$ cat src/rtl/y86_pkg.sv
// Shared Y86-64 encodings and the pipeline control state type.
package y86_pkg;

  localparam logic [3:0] IcHalt  = 4'h0;
  localparam logic [3:0] IcNop   = 4'h1;
  localparam logic [3:0] IcCmov  = 4'h2;
  localparam logic [3:0] IcIrmov = 4'h3;
  localparam logic [3:0] IcRmmov = 4'h4;
  localparam logic [3:0] IcMrmov = 4'h5;
  localparam logic [3:0] IcOpq   = 4'h6;
  localparam logic [3:0] IcJxx   = 4'h7;
  localparam logic [3:0] IcCall  = 4'h8;
  localparam logic [3:0] IcRet   = 4'h9;
  localparam logic [3:0] IcPush  = 4'hA;
  localparam logic [3:0] IcPop   = 4'hB;

  localparam logic [1:0] StatAok = 2'd0;
  localparam logic [1:0] StatHlt = 2'd1;
  localparam logic [1:0] StatAdr = 2'd2;
  localparam logic [1:0] StatIns = 2'd3;

  localparam logic [3:0] RegNone = 4'hF;

  typedef enum logic [1:0] {
    StRun    = 2'd0,
    StDrain  = 2'd1,
    StHalted = 2'd2
  } state_e;

endpackage

$ cat src/rtl/sat_counter.sv
// Saturating up-counter with synchronous clear; holds at all-ones instead of wrapping.
module sat_counter #(
  parameter int unsigned CNT_W = 32
) (
  input  logic             clk,
  input  logic             rst_n,
  input  logic             inc,
  input  logic             clr,
  output logic [CNT_W-1:0] count
);

  logic [CNT_W-1:0] countQ, countD;

  always_comb begin
    countD = countQ;
    if (clr) begin
      countD = '0;
    end else if (inc && (countQ != '1)) begin
      countD = countQ + 1'b1;
    end
  end

  always_ff @(posedge clk or negedge rst_n) begin
    if (!rst_n) begin
      countQ <= '0;
    end else begin
      countQ <= countD;
    end
  end

  assign count = countQ;

endmodule

$ cat src/rtl/pipe_hazard_ctrl.sv
// Y86-64 pipeline control: hazard stall/bubble decode, exception shutdown sequencing,
// saturating performance counters and a stall watchdog.
module pipe_hazard_ctrl
  import y86_pkg::*;
#(
  parameter int unsigned CNT_W       = 32,
  parameter int unsigned STALL_LIMIT = 64
) (
  input  logic             clk,
  input  logic             rst_n,
  input  logic [3:0]       D_icode,
  input  logic [3:0]       E_icode,
  input  logic [3:0]       E_dstM,
  input  logic [3:0]       M_icode,
  input  logic [3:0]       d_srcA,
  input  logic [3:0]       d_srcB,
  input  logic             e_Cnd,
  input  logic [1:0]       m_stat,
  input  logic [1:0]       W_stat,
  input  logic [3:0]       W_icode,
  output logic             F_stall,
  output logic             D_stall,
  output logic             D_bubble,
  output logic             E_bubble,
  output logic             M_bubble,
  output logic             W_stall,
  output logic             set_cc,
  output logic [1:0]       state,
  output logic [1:0]       final_stat,
  output logic             hang_flag,
  output logic [CNT_W-1:0] cycle_cnt,
  output logic [CNT_W-1:0] retire_cnt,
  output logic [CNT_W-1:0] stall_cnt,
  output logic [CNT_W-1:0] bubble_cnt,
  output logic [CNT_W-1:0] mispred_cnt
);

  localparam logic [CNT_W-1:0] HangAt = CNT_W'(STALL_LIMIT - 1);

  state_e     stateQ, stateD;
  logic [1:0] finalStatQ, finalStatD;
  logic       hangQ, hangD;
  logic [CNT_W-1:0] runCnt;

  logic loadUse, retP, misPred, exc, halted;

  assign loadUse = ((E_icode == IcMrmov) || (E_icode == IcPop)) && (E_dstM != RegNone) &&
                   ((E_dstM == d_srcA) || (E_dstM == d_srcB));
  assign retP    = (D_icode == IcRet) || (E_icode == IcRet) || (M_icode == IcRet);
  assign misPred = (E_icode == IcJxx) && !e_Cnd;
  assign exc     = (m_stat != StatAok) || (W_stat != StatAok);
  assign halted  = (stateQ == StHalted);

  // Load/use wins over ret so D is held rather than both held and bubbled.
  always_comb begin
    F_stall  = loadUse | retP;
    D_stall  = loadUse;
    D_bubble = misPred | (retP & ~loadUse);
    E_bubble = misPred | loadUse;
    M_bubble = exc;
    W_stall  = (W_stat != StatAok);
    set_cc   = (E_icode == IcOpq) && !exc;
    if (halted) begin
      F_stall  = 1'b1;
      D_stall  = 1'b1;
      D_bubble = 1'b0;
      E_bubble = 1'b1;
      M_bubble = 1'b1;
      W_stall  = 1'b1;
      set_cc   = 1'b0;
    end
  end

  always_comb begin
    stateD     = stateQ;
    finalStatD = finalStatQ;
    case (stateQ)
      StRun: begin
        if (W_stat != StatAok) begin
          stateD     = StHalted;
          finalStatD = W_stat;
        end else if (m_stat != StatAok) begin
          stateD = StDrain;
        end
      end
      StDrain: begin
        if (W_stat != StatAok) begin
          stateD     = StHalted;
          finalStatD = W_stat;
        end else if (m_stat == StatAok) begin
          // Faulting instruction was squashed before reaching W.
          stateD = StRun;
        end
      end
      StHalted: ;
      default: stateD = StRun;
    endcase
  end

  assign hangD = hangQ | ((stateQ == StRun) && F_stall && (runCnt >= HangAt));

  always_ff @(posedge clk or negedge rst_n) begin
    if (!rst_n) begin
      stateQ     <= StRun;
      finalStatQ <= StatAok;
      hangQ      <= 1'b0;
    end else begin
      stateQ     <= stateD;
      finalStatQ <= finalStatD;
      hangQ      <= hangD;
    end
  end

  assign state      = stateQ;
  assign final_stat = finalStatQ;
  assign hang_flag  = hangQ;

  sat_counter #(.CNT_W(CNT_W)) uCycle (
    .clk   (clk),
    .rst_n (rst_n),
    .inc   (1'b1),
    .clr   (1'b0),
    .count (cycle_cnt)
  );

  sat_counter #(.CNT_W(CNT_W)) uRetire (
    .clk   (clk),
    .rst_n (rst_n),
    .inc   (!halted && (W_stat == StatAok) && (W_icode != IcNop)),
    .clr   (1'b0),
    .count (retire_cnt)
  );

  sat_counter #(.CNT_W(CNT_W)) uStall (
    .clk   (clk),
    .rst_n (rst_n),
    .inc   (!halted && F_stall),
    .clr   (1'b0),
    .count (stall_cnt)
  );

  sat_counter #(.CNT_W(CNT_W)) uBubble (
    .clk   (clk),
    .rst_n (rst_n),
    .inc   (!halted && (D_bubble || E_bubble)),
    .clr   (1'b0),
    .count (bubble_cnt)
  );

  sat_counter #(.CNT_W(CNT_W)) uMispred (
    .clk   (clk),
    .rst_n (rst_n),
    .inc   (!halted && misPred),
    .clr   (1'b0),
    .count (mispred_cnt)
  );

  // Watchdog run length; holds in DRAIN/HALTED while F_stall stays high.
  sat_counter #(.CNT_W(CNT_W)) uWatchdog (
    .clk   (clk),
    .rst_n (rst_n),
    .inc   ((stateQ == StRun) && F_stall),
    .clr   (!F_stall),
    .count (runCnt)
  );

endmodule

$ cat config.mk
export PLATFORM = sky130hd
export DESIGN_NAME = pipe_hazard_ctrl
export DESIGN_NICKNAME = d
export VERILOG_FILES = /design/src/rtl/y86_pkg.sv /design/src/rtl/sat_counter.sv /design/src/rtl/pipe_hazard_ctrl.sv
export SDC_FILE = /design/constraint.sdc
export NUM_CORES = 1
export LEC_CHECK = 0
export ABC_AREA = 0
export CAP_MARGIN = 20
export CORE_ASPECT_RATIO = 0.5
export CORE_UTILIZATION = 40
export DETAILED_ROUTE_END_ITERATION = 8
export DONT_BUFFER_PORTS = 1
export SETUP_SLACK_MARGIN = 0.2
export SYNTH_ARGS = -nofsm -noshare
export SYNTH_HDL_FRONTEND = slang
export SYNTH_SLANG_ARGS = --single-unit
$ cat constraint.sdc
create_clock -name clk -period 6.61 [get_ports clk]
set_input_delay 1.322 -clock clk [delete_from_list [all_inputs] [get_ports clk]]
set_output_delay 1.322 -clock clk [all_outputs]
set_load 0.05 [all_outputs]
==> Word-level counts from Yosys, hierarchy flattened <==
Cells that the tools add are included.
{ "op_classes": {"n_reduce_logical": 33, "n_addsub": 6, "n_div": 0, "order_cmp": 1, "muxes": 14, "multipliers": 0, "shift": 0, "eq_ne": 22, "bitwise_logic": 7} }
{ "op_table": {"columns": ["op", "n"], "rows": [
  ["$add 32x1->32 const B", 6],
  ["$ne 32x32->1 const B", 6],
  ["$mux 32", 2],
  ["$ge 32x6->1 const B", 1],
  ["$eq 4x4->1 const B", 4],
  ["$logic_and 1x1->1", 16],
  ["$eq 4x3->1 const B", 3],
  ["$eq 4x4->1", 2],
  ["$mux 2", 4],
  ["$mux 1", 7],
  ["$logic_not 2->1", 3],
  ["$logic_or 1x1->1", 6],
  ["$ne 3x3->1 const B", 2],
  ["$pmux 2 s3", 1],
  ["$ne 4x1->1 const B", 1],
  ["$ne 4x4->1 const B", 1],
  ["$or 1x1->1", 4],
  ["$reduce_bool 2->1", 2],
  ["$logic_not 1->1", 3],
  ["$reduce_and 3->1", 1],
  ["$eq 2x1->1 const B", 1],
  ["$eq 2x2->1 const B", 1],
  ["$ne 2x1->1 const B", 1],
  ["$not 1->1", 2],
  ["other kinds (3)", 3]
]} }
{ "totals": {"in_bits": 35, "mem_bits_ro": 0, "out_inout_bits": 172, "latchBits": 0, "ram_bits": 0, "mem_count": 0, "register_bits": 197} }

==> Depth between registers and ports, before layout <==
Gate-level depths: netlist of the first run.
{ "depth": {"depth_word": 11, "ltp_mapped": 10, "mapped_depth_nobuf": 8} }

==> Modules after synthesis <==
From an unflattened synthesis of the first run, not the netlist that was laid out.
{ "hier_totals": {"hier_cells": 1251, "hier_area_um2": 11634.9} }
{ "by_module_without_submodules": {"columns": ["module", "seq_area_each_um2", "instances", "cells_per_inst", "area_each_um2"], "rows": [
  ["sat_counter at uBubble ...", 800.8, 5, 198, 1854.3],
  ["sat_counter at uMispred", 800.8, 1, 194, 1810.5],
  ["pipe_hazard_ctrl", 125.1, 1, 67, 553.0]
]} }

==> Worst setup path after synthesis of the first run <==
Ideal clock, no wire load.
{ "synth_path": {"path_kind": "input to output", "start": "in W_stat[1]", "end": "out set_cc", "setup_slack_ns": 1.698, "path_stages": 3, "t_arrival_ns": 3.590, "t_required_ns": 5.288, "path_buffers": 0, "path_cell_list": "or3_1 -> nand2b_1 -> nor3_1"} }
{ "synth_between": {"elab_chain_cells": 5} }
{ "synth_rtl": {"columns": ["element", "line_no", "text"], "rows": [
  ["start: declaration", "pipe_hazard_ctrl.sv:19", "input logic [1:0] W_stat,"],
  ["$reduce_bool 2->1", "pipe_hazard_ctrl.sv:51", "assign exc = (m_stat != StatAok) || (W_stat != StatAok);"],
  ["$logic_or 1x1->1", "pipe_hazard_ctrl.sv:51", null],
  ["$logic_not 1->1", "pipe_hazard_ctrl.sv:62", "set_cc = (E_icode == IcOpq) && !exc;"],
  ["$logic_and 1x1->1", "pipe_hazard_ctrl.sv:62", null],
  ["$mux 1", "pipe_hazard_ctrl.sv:63", "if (halted) begin"],
  ["end: declaration", "pipe_hazard_ctrl.sv:27", "output logic set_cc,"]
]} }
Every way passes these cells.

==> Worst setup path after layout of the first run <==
{ "layout_path": {"start": "in E_dstM[1]", "end": "out D_bubble"} }
{ "layout_between": {"elab_chain_cells": 7} }
{ "layout_rtl": {"columns": ["element", "line_no", "text"], "rows": [
  ["start: declaration", "pipe_hazard_ctrl.sv:13", "input logic [3:0] E_dstM,"],
  ["$ne 4x4->1 / $eq 4x4->1 (equally long branches)", "pipe_hazard_ctrl.sv:47, pipe_hazard_ctrl.sv:48", null],
  ["$logic_and 1x1->1 / $logic_or 1x1->1 (equally long branches)", "pipe_hazard_ctrl.sv:47, pipe_hazard_ctrl.sv:48", null],
  ["$logic_and 1x1->1 (*)", "pipe_hazard_ctrl.sv:47", "assign loadUse = ((E_icode == IcMrmov) || (E_icode == IcPop)) && (E_dstM != RegNone) &&"],
  ["$not 1->1 (*)", "pipe_hazard_ctrl.sv:58", "D_bubble = misPred | (retP & ~loadUse);"],
  ["$and 1x1->1 (*)", "pipe_hazard_ctrl.sv:58", null],
  ["$or 1x1->1 (*)", "pipe_hazard_ctrl.sv:58", null],
  ["$mux 1 (*)", "pipe_hazard_ctrl.sv:63", null],
  ["end: declaration", "pipe_hazard_ctrl.sv:23", "output logic D_bubble,"]
]} }
Every way passes the cells marked *; elsewhere a longest branch is shown, timed or not.

==> run_results.csv, run 1 <==
group,metric,value,unit
setup_path,worst-endpoint-arrival,3.54,ns
setup_path,slowest_delay,0.90,ns
floorplanning,die_h,111,um
power,p_int,1940,uW
timing,slew_violations,0,
logic_synthesis,async_reset_ff_share,100,%
global_route,grt_pass1_wl,35.3,mm
outcome,violations,"DRC",
hold_path,min_path_type,"flip-flop to flip-flop",
floorplanning,start_util,41.2,%
setup_path,critPathSlowestCell,"o21ai_1",
logic_synthesis,synth_top_cell_area_share,51.9,%
placement,routabilityCongestion,0.834,
power,total_power,2450,uW
cells_and_area,area_growth,10.5,%
logic_synthesis,synthCells,908,
timing,finalSetupViolCount,0,
timing,fmax,206,MHz
cts,cts_sinks,197,
power,switchingPower,505,uW
setup_path,start_kind,"input pin",
timing,hold_violations,0,
hold_path,hold_path_depth,1,
setup_path,critPathMaxFanout,5,
power,pwr-share-comb,1.0,%
timing,tightest_slew,1.03,ns
timing,period_share,73.6,%
power,p_leak,0.00458,uW
cells_and_area,layout-drive-gt1-share,6.68,%
power,sw_frac_of_total,20.6,%
global_route,grt_usage,18.6,%
logic_synthesis,synth.top_cells.by_count,"197 x dfrtp_1, 120 x xnor2_1, 92 x nand3_1",
logic_synthesis,syn_avg_cell_area,10.5,um^2
floorplanning,ios,207,
drt,drt-total-wl,21.8,mm
global_route,overflow,0,
drt,ant_nets,0,
logic_synthesis,syn_nets,949,
drt,wire_per_inst,17.6,um
logic_synthesis,synth_area_leaders,"dfrtp_1 52%, xnor2_1 11%, xor2_1 4.9%, nand3_1 4.8%, nand4_1 4.3%",
power,power-per-cell-area,233,nW/um^2
cts,clk_pin_slew,0.07,ns
timing,rsz0062_at_grt,"false",
power,power_frac_clock,48.3,%
power,ir_worst_vdd,151,uV
timing,fin_crit,4.87,ns
setup_path,reg2reg_depth,7,
placement,place_hpwl,15.6,mm
logic_synthesis,yosysUniqueCellTypes,59,
cells_and_area,diodes,0,
setup_path,crit_path_end_kind,"output pin",
global_route,grt_max_degree,198,
timing,slew-limit-headroom,30.8,%
cts,cts-root-buf,"clkbuf_16",
logic_synthesis,syn_area,9500,um^2
drt,drt_first_pass_iters,7,
cts,hold_buffers,0,
cts,cts_resized,0,
setup_path,required,5.29,ns
cts,post_cts_buffers,0,
drt,drcViolationCount,12,
cts,cts_made_buffers,17,
drt,num_vias,6733,
setup_path,crit_type,"input pin to output pin",
logic_synthesis,synth.most_common_cell,"dfrtp_1",
floorplanning,fp-row-count,39,
cells_and_area,nets,957,
floorplanning,die_w,220,um
global_route,grt_pass1_vias,6607,
cts,cts.path.max_buffers,2,
logic_synthesis,synth-seq-cells,197,
run,drv_cap,0,
floorplanning,core_area,23000,um^2
timing,skew,0.0105,ns
setup_path,crit_chain,"xor2_1, nor4_4, o21ai_2, nand2_1, o21ai_1",
drt,viasPerCell,5.45,
logic_synthesis,seq_area_frac_synth,51.9,%
cts,clock_latency,0.45,ns
logic_synthesis,synth_flop_cell,"dfrtp_1",
logic_synthesis,synth-edff-count,0,
placement,io_buffer_count,0,
drt,drtIter0Drc,492,
timing,tns,0,ns
floorplanning,dieArea,24400,um^2
outcome,status,"finished, violations left",
cells_and_area,utilization,45.6,%
cts,h-tree-depth,4,
logic_synthesis,yosys_warnings,0,
global_route,grt_antenna_before_repair,0,
power,power_frac_seq,50.6,%
cts,cts_tree,"done",
logic_synthesis,yosysTopAreaCell,"dfrtp_1",
## cell type report
class	instances	area, um^2
repair buffers	4	30.0
inverters	14	52.6
multi-input cells	682	4430
clock inverters	13	228
fillers	2142	12500
clock buffers	18	439
flip-flops and latches	197	4930
well taps	307	384
## kinds of logic (layout without fill, tap and decap cells)
family          count (synthesis)  count (layout)  share of synthesized area, %
fa+ha+maj                       6               6                         0.791
xor+xnor                      173             173                          16.0
simple gates                  450             450                          25.8
mux                             5               5                         0.580
flops                         197             197                          51.9
compound gates                 48              48                          3.54
buf+inv                        29              49                          1.41
## power groups by stage
stage / Clock (uW) / Combinational [uW] / Sequential (uW)
2_1_floorplan: 0 / 19.9 / 1260
3_5_place_dp: 0 / 24.9 / 1260
3_3_place_gp: 0 / 24.3 / 1260
6_report: 1180 / 25.0 / 1240
5_1_grt: 1260 / 27.0 / 1240
4_1_cts: 1210 / 25.2 / 1240
## sequential cells by signal, indices dropped and copies added (netlist names)
| signal | flops |
|---|---|
| uWatchdog.count | 32 |
| uMispred.count | 32 |
| uBubble.count | 32 |
| state | 2 |
| uCycle.count | 32 |
| uRetire.count | 32 |
| hang_flag | 1 |
| final_stat | 2 |
| uStall.count | 32 |
## stage by stage
| stage | hold WS (ns) | worst slack, ns | area, um^2 | std cells |
|---|---|---|---|---|
| finish | 0.494 | 1.74 | 10500 | 1235 |
| detailed placement | 0.482 | 1.73 | 9830 | 1204 |
| floorplan | 0.457 | 1.70 | 9500 | 908 |
| CTS | 0.495 | 1.72 | 10500 | 1235 |
| global route | 0.536 | 1.72 | 10500 | 1235 |
| global placement | 0.481 | 1.75 | 9830 | 1204 |
## cell usage in the layout, fill, tap and decap left out, types with 19 or more instances in the layout
cell       n
xor2_1    53
nand4_1   65
nor3_1    20
nor2_1    66
xnor2_1  120
nand3_1   92
nand2_1   84
and3_1    43
dfrtp_1  197
o21ai_0   19
## final timing paths
check,slack (ns),from,endpoint
setup / recovery,1.74,E_dstM[1],D_bubble
hold / removal,0.49,uWatchdog.count[5],uWatchdog.count[5]
setup reg to reg,3.51,state[0],uRetire.count[27]
hold reg to reg,0.49,uWatchdog.count[5],uWatchdog.count[5]
max in group asynchronous,5.77,rst_n,uRetire.count[15]
min in group asynchronous,0.57,rst_n,uWatchdog.count[28]
## metal layers
layer  track usage (%)  vias up  wire length (um)
met3              5.05       24               833
li1                  -     3226                 -
met4              7.82        0               502
met1              22.8     3380              9490
met2              30.6      103             11000
met5                 0        -                 0
## worst max-delay path: cells and delay by family
kind / cells / cell delay, ns
AOI/OAI and AO/OA: 2 / 1.25
xor gates and xnor gates: 1 / 0.42
and+or+nand+nor: 2 / 0.54
(Power assumes the default switching activity.)
==> inputs of run 2 (changes only) <==
==> constraint.sdc (replaced) <==
create_clock -name clk -period 4 [get_ports clk]
set_input_delay 0.8 -clock clk [delete_from_list [all_inputs] [get_ports clk]]
set_output_delay 0.8 -clock clk [all_outputs]
set_load 0.05 [all_outputs]
==> run_results.csv, run 2 (same netlist as run 1, synthesis figures left out) <==
group,metric,value,unit
placement,place_hpwl,15.1,mm
setup_path,reg2reg_to,"uCycle.count[23]",
placement,dp.cells,1212,
drt,drcViolationCount,10,
setup_path,required,3.20,ns
timing,slew_violations,0,
global_route,grt_usage,18.3,%
floorplanning,ios,207,
cts,cts_made_buffers,17,
cts,cts.path.max_buffers,2,
cts,h-tree-depth,4,
setup_path,worst-endpoint-arrival,2.78,ns
cells_and_area,utilization,45.7,%
cts,cts_sinks,197,
timing,period_share,89.6,%
power,sw_frac_of_total,21.5,%
timing,fin_crit,3.58,ns
setup_path,regToRegSetupSlack,1.05,ns
setup_path,path_buf_inv,2,
setup_path,reg2reg_depth,7,
power,power-per-cell-area,375,nW/um^2
power,ir_worst_vdd,252,uV
setup_path,crit_chain,"buf_4, nor2b_1, or3_1, nand2b_1, nor3_2, buf_4",
setup_path,critPathSlowestCell,"nand2b_1",
cells_and_area,final_common_cell,"dfrtp_1",
cts,post_cts_buffers,0,
floorplanning,fp-row-count,39,
timing,tns,0,ns
cts,cts-root-buf,"clkbuf_16",
floorplanning,core_area,23000,um^2
global_route,grt_pass1_vias,6533,
drt,num_vias,6806,
floorplanning,dieArea,24400,um^2
run,drv_cap,0,
setup_path,crit_type,"flip-flop to output pin",
timing,finalSetupViolCount,0,
setup_path,crit_path_start,"state[0]",
outcome,violations,"DRC",
setup_path,path_depth,6,
cts,cts_tree,"done",
cells_and_area,area_growth,10.8,%
setup_path,start_kind,"flip-flop",
timing,fmax,279,MHz
timing,skew,0.00924,ns
global_route,grt_antenna_before_repair,0,
drt,drtIter0Drc,520,
timing,slew-limit-headroom,29.6,%
drt,drt-total-wl,21.4,mm
drt,drt_first_pass_iters,6,
floorplanning,die_h,111,um
cells_and_area,diodes,0,
power,switchingPower,848,uW
timing,rsz0062_at_grt,"false",
cells_and_area,layout-drive-gt1-share,7.58,%
setup_path,crit_path_end_kind,"output pin",
cts,clk_pin_slew,0.07,ns
placement,io_buffer_count,0,
setup_path,slowest_delay,0.56,ns
power,power_frac_seq,51.9,%
global_route,overflow,0,
cells_and_area,final_cell_mix,"197 x dfrtp_1, 120 x xnor2_1, 92 x nand3_1",
setup_path,reg2reg_from,"uCycle.count[10]",
power,power_frac_clock,47.2,%
placement,routabilityCongestion,0.803,
power,pwr-share-comb,0.9,%
floorplanning,start_util,41.2,%
timing,tightest_slew,1.05,ns
hold_path,min_path_type,"input pin to async pin",
cells_and_area,nets,965,
global_route,grt_max_degree,198,
outcome,status,"finished, violations left",
drt,ant_nets,0,
setup_path,crit_family,"simple AND/OR/NAND/NOR gates",
power,p_leak,0.00462,uW
setup_path,critPathMaxFanout,6,
global_route,grt_pass1_wl,35.2,mm
floorplanning,die_w,220,um
setup_path,endpoint,"set_cc",
cts,hold_buffers,0,
power,p_int,3100,uW
drt,viasPerCell,5.47,
cts,cts_resized,0,
drt,wire_per_inst,17.2,um
cells_and_area,stdcell_count,1244,
setup_path,crit_top_cell,"buf_4",
cts,clock_latency,0.45,ns
timing,hold_violations,0,
run 2: area by class of cell:
type / instances / area, um^2
Clock buffer: 20 / 457
Clock inverter: 12 / 175
Fill cell: 2156 / 12500
Inverter: 14 / 52.6
Multi-Input combinational cell: 682 / 4440
Sequential cell: 197 / 4930
Tap cell: 307 / 384
Timing Repair Buffer: 12 / 90.1
run 2: per-stage QoR:
stage / power [uW] / hold slack, ns / instance area (um^2) / worst slack (ns)
floorplan: 2110 / 0.457 / 9500 / 0.216
global placement: 2120 / 0.474 / 9890 / 0.784
detailed placement: 2120 / 0.506 / 9890 / 0.783
CTS: 4010 / 0.0104 / 10500 / 0.372
global route: 4080 / 0.0102 / 10500 / 0.353
finish: 3950 / 0.0399 / 10500 / 0.416
run 2: power groups by stage:
stage	registers (uW)	logic (uW)	clock network (uW)
after floorplan	2080	32.9	0
after global placement	2090	36.1	0
after detailed placement	2090	37.1	0
after CTS	2050	37.6	1920
after global routing	2050	42.2	1990
final	2050	37.1	1860
run 2: metal layers:
| metal | GRT usage, % | wire length (um) | up-vias | share of wire (%) |
|---|---|---|---|---|
| met2 | 28.7 | 10300 | 128 | 48 |
| met5 | 0 | 0 | - | 0 |
| met4 | 6.34 | 331 | 0 | 1.5 |
| met3 | 4.99 | 1060 | 22 | 4.9 |
| li1 | - | - | 3246 | - |
| met1 | 24.3 | 9750 | 3410 | 45 |
run 2: how the worst min path moves through the flow:
| stage | start | endpoint | slack, ns | depth (start not counted) |
|---|---|---|---|---|
| 6_report | rst_n | uStall.count[21] | 0.04 | 0 |
| 5_1_grt | rst_n | uStall.count[21] | 0.01 | 0 |
| 4_1_cts | rst_n | uStall.count[21] | 0.01 | 0 |
| 3_5_place_dp | rst_n | uStall.count[21] | 0.51 | 0 |
| 3_3_place_gp | uWatchdog.count[5] | uWatchdog.count[5] | 0.47 | 1 |
| 2_1_floorplan | uWatchdog.count[5] | uWatchdog.count[5] | 0.46 | 1 |
run 2: worst register-to-register path, stage by stage (launching register included):
cell     delay, ns
dfrtp_1       0.70
nand4_1       0.27
nor3_1        0.46
nand3_1       0.27
o31ai_1       0.71
nor3_1        0.18
nand3_1       0.15
xnor2_1       0.07
